**src/rtl/ae_interp_sched_if.sv**
```systemverilog
// Bus bundle between the AE interpolation sequencer, its cell-map RAM and the
// bilinear interpolation unit.
interface ae_interp_sched_if #(
  parameter int unsigned AW = 8
) ();
  logic          ram_rd;
  logic [AW-1:0] ram_addr;
  logic [7:0]    ram_data;
  logic [7:0]    interp_d0;
  logic [7:0]    interp_d1;
  logic [7:0]    interp_d2;
  logic [7:0]    interp_d3;
  logic [4:0]    interp_frac_w;
  logic [4:0]    interp_frac_h;
  logic          interp_vld;
  logic          interp_o_vld;

  modport master (
    output ram_rd, ram_addr,
    input  ram_data,
    output interp_d0, interp_d1, interp_d2, interp_d3,
    output interp_frac_w, interp_frac_h, interp_vld,
    input  interp_o_vld
  );

  modport slave (
    input  ram_rd, ram_addr,
    output ram_data,
    input  interp_d0, interp_d1, interp_d2, interp_d3,
    input  interp_frac_w, interp_frac_h, interp_vld,
    output interp_o_vld
  );
endinterface

```
**src/rtl/ae_interp_sched.sv**
```systemverilog
// AE bilinear interpolation sequencer: walks the output grid, fetches four cells per point
// and issues them to the interpolator. Optional cycle counter under AE_INTERP_SCHED_PERF_EN.
module ae_interp_sched #(
  parameter int unsigned CELL_W = 16,
  parameter int unsigned CELL_H = 12,
  parameter int unsigned OUT_W  = 64,
  parameter int unsigned OUT_H  = 48,
  parameter int unsigned AW     = 8
) (
  input  logic        clk,
  input  logic        rst_n,
  input  logic        start,
  input  logic [9:0]  step_x,
  input  logic [9:0]  step_y,
  output logic        busy,
  output logic        done,
`ifdef AE_INTERP_SCHED_PERF_EN
  output logic [23:0] perf_cycles,
`endif
  ae_interp_sched_if.master bus
);

  localparam int unsigned OxW = (OUT_W > 1) ? $clog2(OUT_W) : 1;
  localparam int unsigned OyW = (OUT_H > 1) ? $clog2(OUT_H) : 1;
  localparam logic [OxW-1:0] OxLast = OxW'(OUT_W - 1);
  localparam logic [OyW-1:0] OyLast = OyW'(OUT_H - 1);
  localparam logic [9:0]     XMax   = 10'(CELL_W - 1);
  localparam logic [9:0]     YMax   = 10'(CELL_H - 1);

  typedef enum logic [2:0] {StIdle, StRd0, StRd1, StRd2, StRd3, StLast, StDrain} state_e;

  state_e         state_q, state_d;
  logic [9:0]     step_x_q, step_x_d, step_y_q, step_y_d;
  logic [14:0]    px_q, px_d, py_q, py_d;
  logic [OxW-1:0] ox_q, ox_d;
  logic [OyW-1:0] oy_q, oy_d;
  logic [7:0]     cap0_q, cap1_q, cap2_q;
  logic [7:0]     d0_q, d1_q, d2_q, d3_q;
  logic [4:0]     fw_q, fh_q;
  logic           vld_q;
  logic [2:0]     cnt_q;
  logic           issue;
  logic           dec;

  function automatic logic [14:0] sat_add(input logic [14:0] a, input logic [9:0] b);
    logic [15:0] s;
    s = {1'b0, a} + {6'b0, b};
    return s[15] ? 15'h7FFF : s[14:0];
  endfunction

  function automatic logic [AW-1:0] cell_addr(input logic [9:0] col, input logic [9:0] row);
    logic [31:0] lin;
    lin = 32'(row) * CELL_W + 32'(col);
    return lin[AW-1:0];
  endfunction

  // Neighbour decode with right/bottom edge clamping.
  logic       x_hi, y_hi;
  logic [9:0] ix, ix1, iy, iy1;
  assign x_hi = (px_q[14:5] >= XMax);
  assign y_hi = (py_q[14:5] >= YMax);
  assign ix   = x_hi ? XMax : px_q[14:5];
  assign ix1  = x_hi ? XMax : px_q[14:5] + 10'd1;
  assign iy   = y_hi ? YMax : py_q[14:5];
  assign iy1  = y_hi ? YMax : py_q[14:5] + 10'd1;

  always_comb begin
    state_d      = state_q;
    step_x_d     = step_x_q;
    step_y_d     = step_y_q;
    px_d         = px_q;
    py_d         = py_q;
    ox_d         = ox_q;
    oy_d         = oy_q;
    issue        = 1'b0;
    done         = 1'b0;
    busy         = (state_q != StIdle);
    bus.ram_rd   = 1'b0;
    bus.ram_addr = '0;
    unique case (state_q)
      StIdle: begin
        if (start) begin
          state_d  = StRd0;
          step_x_d = step_x;
          step_y_d = step_y;
          px_d     = '0;
          py_d     = '0;
          ox_d     = '0;
          oy_d     = '0;
        end
      end
      StRd0: begin
        bus.ram_rd   = 1'b1;
        bus.ram_addr = cell_addr(ix, iy);
        state_d      = StRd1;
      end
      StRd1: begin
        bus.ram_rd   = 1'b1;
        bus.ram_addr = cell_addr(ix1, iy);
        state_d      = StRd2;
      end
      StRd2: begin
        bus.ram_rd   = 1'b1;
        bus.ram_addr = cell_addr(ix, iy1);
        state_d      = StRd3;
      end
      StRd3: begin
        bus.ram_rd   = 1'b1;
        bus.ram_addr = cell_addr(ix1, iy1);
        state_d      = StLast;
      end
      StLast: begin
        issue = 1'b1;
        if (ox_q != OxLast) begin
          ox_d = ox_q + 1'b1;
          px_d = sat_add(px_q, step_x_q);
        end else begin
          ox_d = '0;
          px_d = '0;
          oy_d = oy_q + 1'b1;
          py_d = sat_add(py_q, step_y_q);
        end
        state_d = (ox_q == OxLast && oy_q == OyLast) ? StDrain : StRd0;
      end
      StDrain: begin
        // The final issue may still be in the output register when DRAIN is entered.
        if (cnt_q == 3'd0 && !vld_q) begin
          done    = 1'b1;
          busy    = 1'b0;
          state_d = StIdle;
        end
      end
      default: state_d = StIdle;
    endcase
  end

  // A result strobe with nothing outstanding is stale and must not underflow.
  assign dec = bus.interp_o_vld && (cnt_q != 3'd0);

  always_ff @(posedge clk) begin
    if (!rst_n) begin
      state_q  <= StIdle;
      step_x_q <= '0;
      step_y_q <= '0;
      px_q     <= '0;
      py_q     <= '0;
      ox_q     <= '0;
      oy_q     <= '0;
      cap0_q   <= '0;
      cap1_q   <= '0;
      cap2_q   <= '0;
      d0_q     <= '0;
      d1_q     <= '0;
      d2_q     <= '0;
      d3_q     <= '0;
      fw_q     <= '0;
      fh_q     <= '0;
      vld_q    <= 1'b0;
      cnt_q    <= '0;
    end else begin
      state_q  <= state_d;
      step_x_q <= step_x_d;
      step_y_q <= step_y_d;
      px_q     <= px_d;
      py_q     <= py_d;
      ox_q     <= ox_d;
      oy_q     <= oy_d;
      if (state_q == StRd1) cap0_q <= bus.ram_data;
      if (state_q == StRd2) cap1_q <= bus.ram_data;
      if (state_q == StRd3) cap2_q <= bus.ram_data;
      vld_q <= issue;
      if (issue) begin
        d0_q <= cap0_q;
        d1_q <= cap1_q;
        d2_q <= cap2_q;
        d3_q <= bus.ram_data;
        fw_q <= px_q[4:0];
        fh_q <= py_q[4:0];
      end
      unique case ({vld_q, dec})
        2'b10:   cnt_q <= cnt_q + 3'd1;
        2'b01:   cnt_q <= cnt_q - 3'd1;
        default: cnt_q <= cnt_q;
      endcase
    end
  end

  assign bus.interp_d0     = d0_q;
  assign bus.interp_d1     = d1_q;
  assign bus.interp_d2     = d2_q;
  assign bus.interp_d3     = d3_q;
  assign bus.interp_frac_w = fw_q;
  assign bus.interp_frac_h = fh_q;
  assign bus.interp_vld    = vld_q;

`ifdef AE_INTERP_SCHED_PERF_EN
  logic [23:0] perf_q;

  // Counts every non-idle cycle, including the done cycle.
  always_ff @(posedge clk) begin
    if (!rst_n) begin
      perf_q <= '0;
    end else if (state_q == StIdle) begin
      if (start) perf_q <= '0;
    end else if (perf_q != 24'hFF_FFFF) begin
      perf_q <= perf_q + 24'd1;
    end
  end

  assign perf_cycles = perf_q;
`endif

endmodule

```
**src/flat_wrapper.sv**
```systemverilog
// flat-port wrapper written by rule: the top's interface ports become plain ports
module ae_interp_sched_flat 
#(
  parameter int unsigned CELL_W = 16,
  parameter int unsigned CELL_H = 12,
  parameter int unsigned OUT_W  = 64,
  parameter int unsigned OUT_H  = 48,
  parameter int unsigned AW     = 8
)
  (clk, rst_n, start, step_x, step_y, busy, done, bus_ram_rd, bus_ram_addr, bus_ram_data, bus_interp_d0, bus_interp_d1, bus_interp_d2, bus_interp_d3, bus_interp_frac_w, bus_interp_frac_h, bus_interp_vld, bus_interp_o_vld);
  ae_interp_sched_if #(.AW(AW)) bus_i ();
  input  logic clk;
  input  logic rst_n;
  input  logic start;
  input  logic [9:0] step_x;
  input  logic [9:0] step_y;
  output logic busy;
  output logic done;
  output wire logic [$bits(bus_i.ram_rd)-1:0] bus_ram_rd;
  output wire logic [$bits(bus_i.ram_addr)-1:0] bus_ram_addr;
  input wire logic [$bits(bus_i.ram_data)-1:0] bus_ram_data;
  output wire logic [$bits(bus_i.interp_d0)-1:0] bus_interp_d0;
  output wire logic [$bits(bus_i.interp_d1)-1:0] bus_interp_d1;
  output wire logic [$bits(bus_i.interp_d2)-1:0] bus_interp_d2;
  output wire logic [$bits(bus_i.interp_d3)-1:0] bus_interp_d3;
  output wire logic [$bits(bus_i.interp_frac_w)-1:0] bus_interp_frac_w;
  output wire logic [$bits(bus_i.interp_frac_h)-1:0] bus_interp_frac_h;
  output wire logic [$bits(bus_i.interp_vld)-1:0] bus_interp_vld;
  input wire logic [$bits(bus_i.interp_o_vld)-1:0] bus_interp_o_vld;
  assign bus_ram_rd = bus_i.ram_rd;
  assign bus_ram_addr = bus_i.ram_addr;
  assign bus_i.ram_data = bus_ram_data;
  assign bus_interp_d0 = bus_i.interp_d0;
  assign bus_interp_d1 = bus_i.interp_d1;
  assign bus_interp_d2 = bus_i.interp_d2;
  assign bus_interp_d3 = bus_i.interp_d3;
  assign bus_interp_frac_w = bus_i.interp_frac_w;
  assign bus_interp_frac_h = bus_i.interp_frac_h;
  assign bus_interp_vld = bus_i.interp_vld;
  assign bus_i.interp_o_vld = bus_interp_o_vld;
  ae_interp_sched #(.CELL_W(CELL_W), .CELL_H(CELL_H), .OUT_W(OUT_W), .OUT_H(OUT_H), .AW(AW)) u_core (.clk(clk), .rst_n(rst_n), .start(start), .step_x(step_x), .step_y(step_y), .busy(busy), .done(done), .bus(bus_i));
endmodule
```
**config.mk**
```make
export PLATFORM = sky130hd
export DESIGN_NAME = ae_interp_sched_flat
export DESIGN_NICKNAME = d
export VERILOG_FILES = /design/src/rtl/ae_interp_sched_if.sv /design/src/rtl/ae_interp_sched.sv /design/src/flat_wrapper.sv
export SDC_FILE = /design/constraint.sdc
export NUM_CORES = 1
export LEC_CHECK = 0
export CORE_AREA = 5 5 130 132
export DETAILED_ROUTE_END_ITERATION = 7
export DIE_AREA = 0 0 135 137
export PLACE_DENSITY_LB_ADDON = 0.1
export SYNTH_ARGS = -nofsm -noshare
export SYNTH_HDL_FRONTEND = slang
export SYNTH_SLANG_ARGS = --single-unit
```
**constraint.sdc**
```tcl
create_clock -name clk -period 2.8 [get_ports clk]
set_input_delay 0.42 -clock clk [delete_from_list [all_inputs] [get_ports clk]]
set_output_delay 0.42 -clock clk [all_outputs]
set_load 0.1 [all_outputs]
```
# ---- Word-level counts from Yosys, hierarchy flattened
# Index checks and enable logic that the tools add are counted.
dict set report totals {
  mem_bits_ro 0
  out_inout_bits 54
  register_bits 135
  in_bits 32
  latch_bits 0
  n_memories 0
  word_cells 89
  ramBits 0
}
dict set report op_classes {
  mul 0
  eq_ne 14
  n_div 0
  n_reduce_logical 15
  n_lt_le_gt_ge 2
  muxes 28
  n_bitwise 0
  n_addsub 12
  shift 0
}
# op n
set ops {}
lappend ops {{$mux 15} 5}
lappend ops {{$pmux 15 s2} 2}
lappend ops {{$add 15x10->16} 2}
lappend ops {{$add 8x8->8} 4}
lappend ops {{$pmux 8 s4} 1}
lappend ops {{$pmux 6 s2} 2}
lappend ops {{$pmux 3 s7} 1}
lappend ops {{$ge 10x4->1 const B} 2}
lappend ops {{$mux 6} 3}
lappend ops {{$mux 8} 2}
lappend ops {{$add 6x1->6 const B} 2}
lappend ops {{$eq 6x6->1 const B} 2}
lappend ops {{$eq 3x3->1 const B} 3}
lappend ops {{$mux 3} 3}
lappend ops {{$add 8x1->8 const B} 1}
lappend ops {{$mux 4} 2}
lappend ops {{$eq 3x2->1 const B} 2}
lappend ops {{$logic_not 3->1} 2}
lappend ops {{$mux 1} 6}
lappend ops {{$ne 6x6->1 const B} 1}
lappend ops {{$pmux 3 s2} 1}
lappend ops {{$reduce_and 2->1} 3}
lappend ops {{$reduce_bool 3->1} 2}
lappend ops {{$add 4x1->4 const B} 1}
lappend ops {{other kinds (12)} 16}

# ---- Depth between registers and ports, before layout
dict set report depth {
  depth_word 4
  mapped_depth 12
  ltp_nobuf 12
}

# ---- Least setup slack after synthesis
# No wires, ideal clock.
dict set report synth_path {
  path_type {register to output}
  startpoint {register u_core.py_q[5]}
  endpoint {output bus_ram_addr[5]}
  path_stages_with_launch 9
  required_time_ns 2.380
  n_path_buf 0
  t_arrival_ns 3.393
  setup_slack_ns -1.013
  path_cell_list {dfxtp_1 ha_1 o21ai_0 nand3_1 or2_2 fa_1 mux2_2 a22oi_1 o21ai_0}
}
dict set report synth_between {
  elab_chain_len 4
  elab_cells_between_ends 9
  classes_between {add/sub (5); order compare (1); mux (3)}
}
# item line
set synth_rtl {}
lappend synth_rtl {{from (decl)} ae_interp_sched.sv:34} ;# logic [14:0] px_q, px_d, py_q, py_d;
lappend synth_rtl {{from (signal assigned)} ae_interp_sched.sv:165} ;# py_q <= py_d;
lappend synth_rtl {{$ge 10x4->1 or $add 4x1->4 (tied branches)} {ae_interp_sched.sv:61, ae_interp_sched.sv:65}}
lappend synth_rtl {{$mux 4 (on tied branches)} {ae_interp_sched.sv:65, ae_interp_sched.sv:64}}
lappend synth_rtl {{$add 8x8->8} ae_interp_sched.sv:53} ;# lin = 32'(row) * CELL_W + 32'(col);
lappend synth_rtl {{$pmux 8 s4 *} ae_interp_sched.sv:80} ;# unique case (state_q)
lappend synth_rtl {{to (decl)} flat_wrapper.sv:20} ;# output wire logic [$bits(bus_i.ram_addr)-1:0] bus_ram_addr;
# Every way passes the cells marked *; elsewhere a longest branch is shown, timed or not.

# ---- Final worst setup path
dict set report layout_path {
  startpoint {register u_core.py_q[11]}
  endpoint {output bus_ram_addr[5]}
}
dict set report layout_between {
  elab_chain_len 4
  elab_cells_between_ends 8
  classes_between {add/sub (4); order compare (1); mux (3)}
}
# item line
set layout_rtl {}
lappend layout_rtl {{$ge 10x4->1 *} ae_interp_sched.sv:61} ;# assign y_hi = (py_q[14:5] >= YMax);
lappend layout_rtl {{$mux 4 (on tied branches)} {ae_interp_sched.sv:65, ae_interp_sched.sv:64}}
lappend layout_rtl {{$add 8x8->8} ae_interp_sched.sv:53}
lappend layout_rtl {{$pmux 8 s4 *} ae_interp_sched.sv:80}
# Marks and branches as above.

==> qor.csv <==
stage,metric,value,unit
run_status,status,"finished, violations left",
run_status,violations,negative setup slack,
cts,clock_sinks,135,
power_and_ir_drop,p_sw_frac,0.264,
cts,cts_hold_buf,0,
critical_path,crit_path_max_incr_delay,0.47,ns
placement,placed_area,8150,µm²
global_routing,grt_overflow,0,
critical_path,crit_family,simple AND/OR/NAND/NOR gates,
min_path,hold_path_class,in -> reg,
floorplan,die-height,137,µm
layout,design_area,8900,µm²
timing,relSlewSlack,0.549,
detailed_routing,antenna_left,0,
global_routing,busiest_layer,met2,
global_routing,grt_pass1_vias,5919,
layout,layout.nets,1011,
layout,layout_common_cells,"nand2_1 (198), dfxtp_1 (133), a21boi_0 (75)",
global_routing,grt_pass1_wl,28800,µm
placement,hpwl,12900,µm
logic_synthesis,yosysWarnings,0,
floorplan,dieWidth,135,µm
layout,fillers,1451,
floorplan,start_util,0.443,
logic_synthesis,synth.distinct_cells,65,
placement,place_inst,1134,
timing,tns,-0.628,ns
cts,cts_made_buffers,17,
power_and_ir_drop,power,4.81,mW
cts,clk_latency,0.42,ns
global_routing,use_met1,0.255,
critical_path,crit_arrival,2.67,ns
power_and_ir_drop,internal_power,3.54,mW
timing,period_share,1.10,
power_and_ir_drop,p_comb_frac,0.123,
critical_path,r2r_setup_slack,0.31,ns
power_and_ir_drop,clkPwrFrac,0.462,
critical_path,endpoint_kind,output port,
timing,hold_viol,0,
logic_synthesis,yosysSeqAreaShare,0.391,
power_and_ir_drop,power_switching,1.27,mW
detailed_routing,vias_per_cell,5.25,
timing,setup_violations,3,
flow_run,max-cap-violations,0,
critical_path,cp_cell_sequence,nor4_4 -> buf_4 -> nand3_4 -> or2_4 -> fa_1 -> mux2_2 -> a22oi_2 -> o21ai_2 -> buf_12,
critical_path,critPathMaxFanout,3,
power_and_ir_drop,vdd_ir_drop_max,0.000428,V
placement,portBuffers,85,
floorplan,die_area,18500,µm²
logic_synthesis,synth_cells,838,
power_and_ir_drop,powerDensity,540,nW/µm²
global_routing,grt_max_degree,68,
critical_path,critPathKind,reg -> out,
timing,rsz0062_at_grt,true,
timing,fin_ws,-0.292,ns
detailed_routing,vias,6142,
layout,fin_util,0.570,
timing,tightest_slew,0.672,ns
timing,fin_crit,3.09,ns
cts,root_buffer,clkbuf_16,
critical_path,worstPathBufferInverterCount,2,
power_and_ir_drop,leakage,3.46,nW
detailed_routing,drc,0,
cts,htree_levels,4,
global_routing,use_met3,0.0393,
floorplan,num_io_pins,86,
layout,area_growth,28.7,%
floorplan,fp-row-count,46,
global_routing,antenna_found_initial,0,
critical_path,worstPathRequired,2.38,ns
logic_synthesis,synth_area_per_cell,8.25,µm²
detailed_routing,routedWlPerCell,14.9,µm
logic_synthesis,synth_flop_cell,dfxtp_1,
cts,cts_buffer_depth,2,
layout,antenna_cells,0,
power_and_ir_drop,seqPwrFrac,0.414,
placement,gp_congestion,0.897,
critical_path,start_kind,flip-flop,
layout,drive_above_1_share,0.166,
global_routing,grt_usage,0.193,
detailed_routing,first_pass_iters,4,
floorplan,core_area,15600,µm²
logic_synthesis,ys_async_sr_fraction,0,
critical_path,slowest_stage,fa_1,
logic_synthesis,synth_edf_count,0,
logic_synthesis,ys_seq_elements,135,
global_routing,grt_util_met2,0.314,
logic_synthesis,syn_area,6910,µm²
timing,maxSlewViolCount,0,
timing,clock_skew,0.00681,ns
layout,final_common_cell,nand2_1,
detailed_routing,routed_wl,17500,µm
cts,tritoncts,done,
cts,path_clk_slew,0.06,ns
detailed_routing,drt-initial-drc-count,327,
layout,layoutNonFillerInstCount,1171,
timing,fmax,0.323,GHz
## stage by stage
stage | hold slack [ns] | worst slack (ns)
after detailed placement | 0.455 | -0.0439
after global routing | 0.363 | -0.393
after floorplan | 0.436 | -0.314
after global placement | 0.449 | -0.00318
after CTS | 0.340 | -0.324
final | 0.356 | -0.292
## metal layers
metal,share of wire,vias to the layer above
li1,-,3109
met2,0.47,129
met5,0,-
met4,0.020,0
met1,0.47,2881
met3,0.040,23
## final timing paths
path	start	end	cells after the start
setup / recovery	u_core.py_q[11]	bus_ram_addr[5]	9
hold / removal	rst_n	u_core.px_q[9]	3
setup reg to reg	u_core.py_q[6]	u_core.py_q[5]	8
hold reg to reg	u_core.cap2_q[7]	u_core.bus.interp_d2[7]	2
## power by group through the flow
stage	Sequential, mW	Clock (mW)	Combinational (mW)
floorplan	2.02	0	0.391
global placement	2.03	0	0.568
detailed placement	2.03	0	0.577
CTS	1.99	2.27	0.591
global route	2.00	2.36	0.641
finish	1.99	2.22	0.593
## worst min-delay path: cells and delay by family
kind	cells	cell delay, ns
buffers and inverters	2	0.25
AOI/OAI and AO/OA	1	0.06
## final cells by class
| type | count | area (µm²) | area share |
|---|---|---|---|
| Multi-Input combinational cell | 652 | 4160 | 0.468 |
| Sequential cell | 135 | 2710 | 0.304 |
| Inverter | 19 | 71.3 | 0.00802 |
| Clock inverter | 12 | 145 | 0.0163 |
| Clock buffer | 19 | 443 | 0.0498 |
| Tap cell | 216 | 270 | 0.0304 |
| Timing Repair Buffer | 118 | 1100 | 0.123 |
## synth_stat cells (7+ instances only)
cell type  number  area (µm²)
a21oi_1        37         185
a21boi_0       75         563
and3_1         10        62.6
nand3_1        19        95.1
nor3_1          8        40.0
inv_1          18        67.6
mux2i_1        20         200
ha_1           31         388
xor2_1         11        96.3
o21ai_0        39         195
nor2_1         41         154
nand2_1       199         747
xnor2_1        13         114
clkbuf_1       32         120
nor2b_1        30         188
a21o_1          7        52.6
dfxtp_1       135        2700
## state kept, by name, summed over array words and instances (netlist names), 10 cells and up
signal	cells
u_core.step_x_q	10
u_core.py_q	15
u_core.px_q	15
u_core.step_y_q	10
## kinds of logic (layout without fill, tap and decap cells)
kind of cell / count (synthesis) / after routing / synth area share
AO/OA/AOI/OAI: 212 / 212 / 0.208
XOR/XNOR: 24 / 24 / 0.0304
adder cells (fa/ha/maj): 36 / 36 / 0.0706
buffers and inverters: 58 / 168 / 0.0340
flip-flops: 135 / 135 / 0.391
multiplexers: 22 / 22 / 0.0322
other: 1 / 8 / 0.000543
AND/OR/NAND/NOR: 350 / 350 / 0.234
## repair_timing
item	in CTS	in global routing
endpoints found under the setup margin	3	5
resized for setup	21	4
pin swaps	6	2
buffers inserted	3	2
No activity file was read; power rests on OpenSTA's default activity.
